[config.mk]
export PLATFORM = sky130hd
export DESIGN_NAME = fetch_controller
export DESIGN_NICKNAME = d
export VERILOG_FILES = /design/src/rtl/fetch_pkg.sv /design/src/rtl/fetch_controller_next_pc.sv /design/src/rtl/fetch_controller.sv
export SDC_FILE = /design/constraint.sdc
export NUM_CORES = 1
export LEC_CHECK = 0
export BUFFER_PORTS_ARGS = -buffer_cell sky130_fd_sc_hd__buf_2
export CAP_MARGIN = 20
export CORE_UTILIZATION = 50
export CTS_BUF_LIST = sky130_fd_sc_hd__clkbuf_8
export DETAILED_ROUTE_END_ITERATION = 12
export PLACE_DENSITY = 0.8
export SLEW_MARGIN = 15
export SYNTH_ARGS = -nofsm -noshare
export SYNTH_HDL_FRONTEND = slang
export SYNTH_HIERARCHICAL = 1
export SYNTH_SLANG_ARGS = --single-unit
[constraint.sdc]
create_clock -name clock -period 2.7 [get_ports clock]
set_input_delay 0.54 -clock clock [delete_from_list [all_inputs] [get_ports clock]]
set_output_delay 0.54 -clock clock [all_outputs]
set_load 0.01 [all_outputs]
[src/rtl/fetch_pkg.sv]
// Shared types and constants for the instruction fetch controller.
package fetch_pkg;

  // Fetch sequencer states.
  typedef enum logic [2:0] {
    FETCH  = 3'd0,
    WAIT   = 3'd1,
    HOLD   = 3'd2,
    HALTED = 3'd3,
    ERROR  = 3'd4
  } fetch_state_t;

  // Bytes per instruction word; the sequential PC step.
  localparam int INSTR_BYTES = 4;

  // How the retiring instruction redirects the PC.
  typedef enum logic [1:0] {
    RD_SEQ    = 2'd0,
    RD_BRANCH = 2'd1,
    RD_JAL    = 2'd2,
    RD_HALT   = 2'd3
  } redirect_kind_t;

  // Resolve the redirect flags with priority halt > branch > jal > sequential.
  function automatic redirect_kind_t redirect_kind(input logic halt,
                                                   input logic branch,
                                                   input logic jal);
    redirect_kind_t k;
    if (halt)        k = RD_HALT;
    else if (branch) k = RD_BRANCH;
    else if (jal)    k = RD_JAL;
    else             k = RD_SEQ;
    return k;
  endfunction

endpackage

[src/rtl/fetch_controller_next_pc.sv]
// Combinational next-PC selection and target alignment check for the
// instruction being retired.
module fetch_next_pc
  import fetch_pkg::*;
#(
  parameter int XLEN = 32
) (
  input  logic [XLEN-1:0] instr_pc,
  input  logic            is_halt,
  input  logic            branch_taken,
  input  logic            is_jal,
  input  logic [XLEN-1:0] branch_target,
  input  logic [XLEN-1:0] imm_j,
  output logic [XLEN-1:0] next_pc,
  output logic            misaligned,
  output redirect_kind_t  kind
);

  // Pick the successor PC (modulo 2^XLEN) and flag a non-word-aligned target.
  // A halt keeps the current PC and can never be misaligned.
  always_comb begin
    kind       = redirect_kind(is_halt, branch_taken, is_jal);
    next_pc    = instr_pc;
    case (kind)
      RD_HALT:   next_pc = instr_pc;
      RD_BRANCH: next_pc = branch_target;
      RD_JAL:    next_pc = instr_pc + imm_j;
      default:   next_pc = instr_pc + XLEN'(INSTR_BYTES);
    endcase
    misaligned = (kind != RD_HALT) && (next_pc[1:0] != 2'b00);
  end

endmodule

[src/rtl/fetch_controller.sv]
// Instruction fetch sequencer: owns the PC, issues one imem request at a
// time, presents the fetched word to decode and applies the redirect that
// decode/execute resolves in the acceptance cycle.
//
// Handshakes: imem request transfers on a cycle where imem_req && imem_ready;
// the response is only taken while in WAIT (imem_rvalid elsewhere is dropped).
// Decode transfer happens on a cycle where instr_valid && instr_ready; once
// instr_valid is high, instr_data/instr_pc hold steady until that cycle, and
// the redirect inputs are only looked at in that cycle.
module fetch_controller
  import fetch_pkg::*;
#(
  parameter int              XLEN     = 32,
  parameter logic [XLEN-1:0] RESET_PC = '0,
  parameter int              MAX_WAIT = 15
) (
  input  logic            clock,
  input  logic            reset,
  output logic            imem_req,
  output logic [XLEN-1:0] imem_addr,
  input  logic            imem_ready,
  input  logic            imem_rvalid,
  input  logic [XLEN-1:0] imem_rdata,
  output logic            instr_valid,
  input  logic            instr_ready,
  output logic [XLEN-1:0] instr_data,
  output logic [XLEN-1:0] instr_pc,
  input  logic            is_halt,
  input  logic            branch_taken,
  input  logic [XLEN-1:0] branch_target,
  input  logic            is_jal,
  input  logic [XLEN-1:0] imm_j,
  output logic            halted,
  output logic            fetch_error,
  output logic [2:0]      dbg_state
);

  localparam int CNT_W = $clog2(MAX_WAIT + 1);

  fetch_state_t    state_q, state_d;
  logic [XLEN-1:0] pc_q, pc_d;
  logic [CNT_W-1:0] wait_cnt_q, wait_cnt_d;
  logic [XLEN-1:0] instr_data_q, instr_data_d;
  logic [XLEN-1:0] instr_pc_q, instr_pc_d;

  logic [XLEN-1:0] next_pc;
  logic            misaligned;
  redirect_kind_t  kind;

  fetch_next_pc #(
    .XLEN (XLEN)
  ) u_next_pc (
    .instr_pc      (instr_pc_q),
    .is_halt       (is_halt),
    .branch_taken  (branch_taken),
    .is_jal        (is_jal),
    .branch_target (branch_target),
    .imm_j         (imm_j),
    .next_pc       (next_pc),
    .misaligned    (misaligned),
    .kind          (kind)
  );

  // State and datapath registers; reset puts the sequencer back at RESET_PC.
  always_ff @(posedge clock or negedge reset) begin
    if (!reset) begin
      state_q      <= FETCH;
      pc_q         <= RESET_PC;
      wait_cnt_q   <= '0;
      instr_data_q <= '0;
      instr_pc_q   <= '0;
    end else begin
      state_q      <= state_d;
      pc_q         <= pc_d;
      wait_cnt_q   <= wait_cnt_d;
      instr_data_q <= instr_data_d;
      instr_pc_q   <= instr_pc_d;
    end
  end

  // Next-state logic: request, wait (with timeout), hold for decode, retire.
  always_comb begin
    state_d      = state_q;
    pc_d         = pc_q;
    wait_cnt_d   = wait_cnt_q;
    instr_data_d = instr_data_q;
    instr_pc_d   = instr_pc_q;
    case (state_q)
      FETCH: begin
        if (imem_ready) begin
          state_d    = WAIT;
          wait_cnt_d = '0;
        end
      end
      WAIT: begin
        if (imem_rvalid) begin
          instr_data_d = imem_rdata;
          instr_pc_d   = pc_q;
          state_d      = HOLD;
        end else if (wait_cnt_q == CNT_W'(MAX_WAIT - 1)) begin
          // MAX_WAIT cycles spent in WAIT with no response.
          wait_cnt_d = CNT_W'(MAX_WAIT);
          state_d    = ERROR;
        end else begin
          wait_cnt_d = wait_cnt_q + CNT_W'(1);
        end
      end
      HOLD: begin
        if (instr_ready) begin
          if (kind == RD_HALT) begin
            state_d = HALTED;
          end else if (misaligned) begin
            // Trap before the bad target ever reaches the PC or the bus.
            state_d = ERROR;
          end else begin
            pc_d    = next_pc;
            state_d = FETCH;
          end
        end
      end
      HALTED:  state_d = HALTED;
      ERROR:   state_d = ERROR;
      default: state_d = ERROR;
    endcase
  end

  // No request may leave while reset is held, even though state reads FETCH.
  assign imem_req    = reset && (state_q == FETCH);
  assign imem_addr   = pc_q;
  assign instr_valid = (state_q == HOLD);
  assign instr_data  = instr_data_q;
  assign instr_pc    = instr_pc_q;
  assign halted      = (state_q == HALTED);
  assign fetch_error = (state_q == ERROR);
  assign dbg_state   = state_q;

endmodule

# Word-level counts from Yosys, hierarchy flattened
# Index checks and enable logic that the tools add are counted.
dict set report word_totals {
  register_bits 103
  inputBits 104
  out_inout_bits 103
  elab_cells 47
}
dict set report classes {
  n_addsub 3
  eq_ne 13
  mux 15
  n_bitwise 2
  n_reduce_logical 9
}
# cell count
set op_table {}
lappend op_table {{32-bit case mux with 3 select lines} 1}
lappend op_table {{32-bit by 3-bit adder with 32-bit output, second input constant} 1}
lappend op_table {{32-bit adder} 1}
lappend op_table {{3-bit two-way mux} 6}
lappend op_table {{4-bit two-way mux} 3}
lappend op_table {{3-bit case mux with 4 select lines} 1}
lappend op_table {{4-bit case mux with 2 select lines} 1}
lappend op_table {{3-bit by 2-bit == test with 1-bit output, second input constant} 2}
lappend op_table {{2-bit two-way mux} 3}
lappend op_table {{2-bit inequality test, second input constant} 3}
lappend op_table {{3-bit AND reduction} 2}
lappend op_table {{4-bit by 1-bit adder with 4-bit output, second input constant} 1}
lappend op_table {{2-bit == test, second input constant} 2}
lappend op_table {{4-bit == test, second input constant} 1}
lappend op_table {{4-bit AND reduction} 1}
lappend op_table {{2-bit nonzero test} 2}
lappend op_table {{3-bit by 1-bit == test with 1-bit output, second input constant} 1}
lappend op_table {{3-bit == test, second input constant} 1}
lappend op_table {{3-bit zero test} 1}
lappend op_table {{3-bit inequality test, second input constant} 1}
lappend op_table {{2-bit by 1-bit == test with 1-bit output, second input constant} 1}
lappend op_table {{1-bit logical AND} 2}
lappend op_table {{2-bit by 1-bit inequality test with 1-bit output, second input constant} 1}
lappend op_table {{1-bit inverter} 2}
lappend op_table {{2-bit AND reduction} 1}

# Depth between registers and ports, before layout
dict set report logic_depth {
  ltp_word 11
  depth_mapped 11
  ltp_nobuf 11
}

# Modules after synthesis
# Netlist, hierarchy kept.
# module n_inst cells_each area_each_um2 seq_area_each_um2
set modules_own_cells {}
lappend modules_own_cells {fetch_controller 1 256 4113.9 2577.5}
lappend modules_own_cells {fetch_next_pc 1 520 3276.9 0.0}

# Worst setup path after synthesis
# No wires, ideal clock.
dict set report synth_timing {
  path_kind {input to register}
  from {input port imm_j[0]}
  to {register pc_q[28], in the netlist imem_addr[28]}
  setup_ps 125
  arrival_time_ps 2693
  required_time_ps 2575
  slack_ps -118
  cell_stages 11
  path_cell_list {ha_1 > inv_1 > fa_1 > nand2b_1 > a21oi_1 > o211ai_1 > o21ai_1 > a31oi_2 > mux2i_1 > a211o_1 > mux2_2}
}
dict set report synth_between {
  elab_cells_between_ends 6
  cone_classes {1 x add/sub; 1 x mux; 1 x bitwise; 3 x reduce/logical}
}
# item line_no
set synth_lines {}
lappend synth_lines {{start, declared} fetch_controller.sv:32} ;# input logic [XLEN-1:0] imm_j,
lappend synth_lines {{32-bit adder} fetch_controller_next_pc.sv:27} ;# RD_JAL: next_pc = instr_pc + imm_j;
lappend synth_lines {{32-bit case mux with 3 select lines} fetch_controller_next_pc.sv:24} ;# case (kind)
lappend synth_lines {{via next_pc[28]} fetch_controller.sv:46} ;# logic [XLEN-1:0] next_pc;
lappend synth_lines {{end signal, assigned} fetch_controller.sv:74} ;# pc_q <= pc_d;
lappend synth_lines {{end, declared} fetch_controller.sv:41} ;# logic [XLEN-1:0] pc_q, pc_d;
# The timed path passes the listed nets, and every way through them passes these cells.
# A chain may end at the register's enable or synchronous reset.

# Final worst setup path
dict set report layout_timing {
  from {register instr_pc_q[1], in the netlist instr_pc[1]}
  to {register pc_q[31], in the netlist imem_addr[31]}
}
dict set report layout_between {
  elab_cells_between_ends 7
  cone_classes {2 x add/sub; 1 x mux; 1 x bitwise; 3 x reduce/logical}
}
# item line_no
set layout_lines {}
lappend layout_lines {{start, declared} fetch_controller.sv:44} ;# logic [XLEN-1:0] instr_pc_q, instr_pc_d;
lappend layout_lines {{start signal, assigned} fetch_controller.sv:77} ;# instr_pc_q <= instr_pc_d;
lappend layout_lines {{32-bit by 3-bit adder with 32-bit output or 32-bit adder (tied branches)} {fetch_controller_next_pc.sv:28, fetch_controller_next_pc.sv:27}}
lappend layout_lines {{32-bit case mux with 3 select lines *} fetch_controller_next_pc.sv:24}
lappend layout_lines {{via next_pc[31]} fetch_controller.sv:46}
# The timed path passes the listed nets; every way through them passes the cells marked *.

==> results_dict.tcl <==
set metrics [dict create \
    status "finished with violations" \
    violations "negative setup slack" \
    yosysUniqueCellTypes 75 \
    drc 0 \
    firstDrtPassIters 6 \
    path_max_fanout 6 \
    avgSynthCellArea_um2 9.52 \
    intPower_mw 2.12 \
    multi_input_area_um2 4660 \
    die_w_um 124 \
    vias 7565 \
    antenna_found_initial 2 \
    n_fill_cell 1173 \
    period_minus_slack_ns 2.75 \
    hpwl_um 18500 \
    yosys_most_used_dff "dfrtp_1" \
    worstSetupPathType "reg -> reg" \
    synth_seq_cells 103 \
    cts-buffers-inserted 9 \
    utilization 0.672 \
    synth_area_leader_cell "dfrtp_1" \
    worstMarginPinSlew_ns 0.729 \
    p_total_mw 3.00 \
    port_buffers 206 \
    slew_violations 0 \
    layout-drive-gt1-share 0.443 \
    cp.arrival_ns 3.04 \
    synth-edff-count 0 \
    ant_nets 0 \
    p_leak_nw 5.18 \
    area_delta_synth_final_pct 31.7 \
    critPathRequiredTime_ns 2.99 \
    routabilityCongestion 0.980 \
    maxCapViolations 0 \
    post_drt_via_cell_ratio 5.99 \
    rsz0062_at_grt "yes" \
    post_drt_wl_per_cell_um 19.4 \
    tns_ns -0.0987 \
    grt_first_pass_wirelength_um 37300 \
    grt_usage 0.323 \
    place_area_um2 9320 \
    synth_seq_area_share 0.349 \
    ir_worst_vdd_mv 0.441 \
    max-slew-margin-rel 0.507 \
    io_pins 207 \
    layout.cells.non_filler 1263 \
    switching_share 0.293 \
    rows 44 \
    period_share 1.02 \
    cts_root_buf "clkbuf_8" \
    path_cells "ha_1, a21o_1, nand4_1, a2111oi_4, buf_4, o211ai_4, a2111oi_2, nand3b_1, o2111ai_1, mux2_4" \
    synth.top_cell.area_share 0.349 \
    design.die.area_um2 15300 \
    powerDensity_nw_per_um2 308 \
    synth-async-reset-ratio 1.00 \
    drt_iter0_markers 678 \
    yosys_warnings 6 \
    clk_pin_slew_worst_paths_ns 0.11 \
    setup_ws_ns -0.0544 \
    hold_viol 0 \
    critPathCaptureType "flip-flop" \
    start_kind "flip-flop" \
    floorplan.initialDensity 0.510 \
    final_cell_area_um2 9730 \
    crit_path_max_incr_delay_ns 0.48 \
    placed_cells_incl_taps 1238 \
    p_seq_frac 0.515 \
    grt_max_degree 104 \
    core_um2 14500 \
    pwr-share-comb 0.151 \
    synth.most_common_cell "dfrtp_1" \
    cts_tree "yes" \
    power.net_switching_mw 0.878 \
    cp_slowest_cell "a2111oi_4" \
    grt_overflow 0 \
    h-tree-depth 3 \
    final-seq-area_um2 2580 \
    grt_pass1_vias 7234 \
    synthTopCellsByArea "dfrtp_1 35%, mux2_2 13%, ha_1 5.8%" \
    clkPwrFrac 0.334 \
    hold_buffers 0 \
    insertion_delay_ns 0.40 \
    synth_area_um2 7390 \
    cts_sinks 103 \
    synth_nets 915 \
    hold_class "in -> async" \
    finalNetCount 1211 \
    max_freq_mhz 363 \
    routed_wl_um 24500 \
    cts_buffer_depth 2 \
    syn_inst 776 \
    synth_common_cells "103 x dfrtp_1, 85 x mux2_2, 70 x a21oi_1" \
    skew_ns 0.00900 \
    dieHeight_um 124 \
    setup_viol 2 \
]
-- power groups by stage --
| stage | Sequential [mW] | Combinational [mW] | Clock (mW) |
|---|---|---|---|
| floorplan | 1.57 | 0.199 | 0 |
| global placement | 1.57 | 0.422 | 0 |
| detailed placement | 1.57 | 0.429 | 0 |
| CTS | 1.54 | 0.434 | 1.03 |
| global route | 1.54 | 0.491 | 1.09 |
| finish | 1.54 | 0.451 | 1.00 |
-- cell type report --
type / count / share of cell area
multi-input combinational: 611 / 0.479
clock buffer: 10 / 0.0141
inverter: 23 / 0.00887
sequential: 103 / 0.265
antenna: 2 / 0.000514
tap: 184 / 0.0237
timing repair buffer: 324 / 0.202
clock inverter: 6 / 0.00630
-- worst max-delay path: cells and delay by family (launching register included) --
| family | cells | cell delay [ns] |
|---|---|---|
| AOI/OAI and AO/OA | 5 | 1.15 |
| adders and majority gates | 1 | 0.28 |
| buffers and inverters | 1 | 0.19 |
| DFF | 1 | 0.40 |
| muxes | 1 | 0.29 |
| and+or+nand+nor | 2 | 0.34 |
-- layer usage --
metal / track usage / wire length, µm / up-vias
met4: 0.133 / 975 / 0
met3: 0.0879 / 2340 / 90
li1: - / - / 3482
met1: 0.433 / 10300 / 3582
met2: 0.490 / 10900 / 411
met5: 0 / 0 / -
-- final timing paths --
kind                            cells past startpoint                          to                       start  slack [ns]
worst min-delay path                                2   imem_addr[23]$_DFFE_PN0P_                       reset        0.20
worst min register to register                      1  instr_data[15]$_DFFE_PN0P_  instr_data[15]$_DFFE_PN0P_        0.49
max in group asynchronous                           2    instr_pc[13]$_DFFE_PN0P_                       reset        1.95
worst max-delay path                               10   imem_addr[31]$_DFFE_PN0P_     instr_pc[1]$_DFFE_PN0P_       -0.05
worst max register to register                     10   imem_addr[31]$_DFFE_PN0P_     instr_pc[1]$_DFFE_PN0P_       -0.05
min in group clock                                  2  instr_data[15]$_DFFE_PN0P_              imem_rdata[15]        0.35
-- cell families (layout without fill, tap and decap cells) --
logic type	after synthesis	in the layout	share of synthesized area
adder cells (fa/ha/maj)	35	35	0.0603
flip-flops	103	103	0.349
other	0	2	0
XOR/XNOR	29	29	0.0344
multiplexers	104	104	0.158
buffers and inverters	62	363	0.0454
AO/OA/AOI/OAI	223	223	0.196
AND/OR/NAND/NOR	220	220	0.157
-- per-stage QoR --
step / setup slack [ns] / hold WS [ns]
floorplan: 0.00280 / 0.244
CTS: -0.0162 / 0.308
finish: -0.0544 / 0.203
global placement: -0.304 / 0.464
global route: -0.195 / 0.305
detailed placement: -0.447 / 0.469
-- placed cells by master (no fill, tap or decap), types with 9 or more instances in the layout --
cell type and instances:
dfrtp_1 98, xor2_1 10, mux2_1 12, a21o_1 12
ha_1 29, inv_1 23, xnor2_1 19, mux2_2 81
and3_1 10, o221ai_1 9, o211ai_1 12, nand4_1 13
nand2_1 63, nor2_1 50, buf_2 205, o21ai_0 43
nand3_1 23, buf_4 115, clkbuf_8 10, a21oi_1 63
-- repair_timing --
action                     4_1_cts  5_1_grt
setup buffers                    2        7
setup endpoints to repair        2       17
pin swaps                        5       17
resized for setup                7       32
-- flip-flops by register name, indices dropped and copies added (netlist names) --
signal      cells
imem_addr      32
instr_data     32
instr_pc       32
wait_cnt_q      4
dbg_state       3
Power figures use the tool's default switching activity.
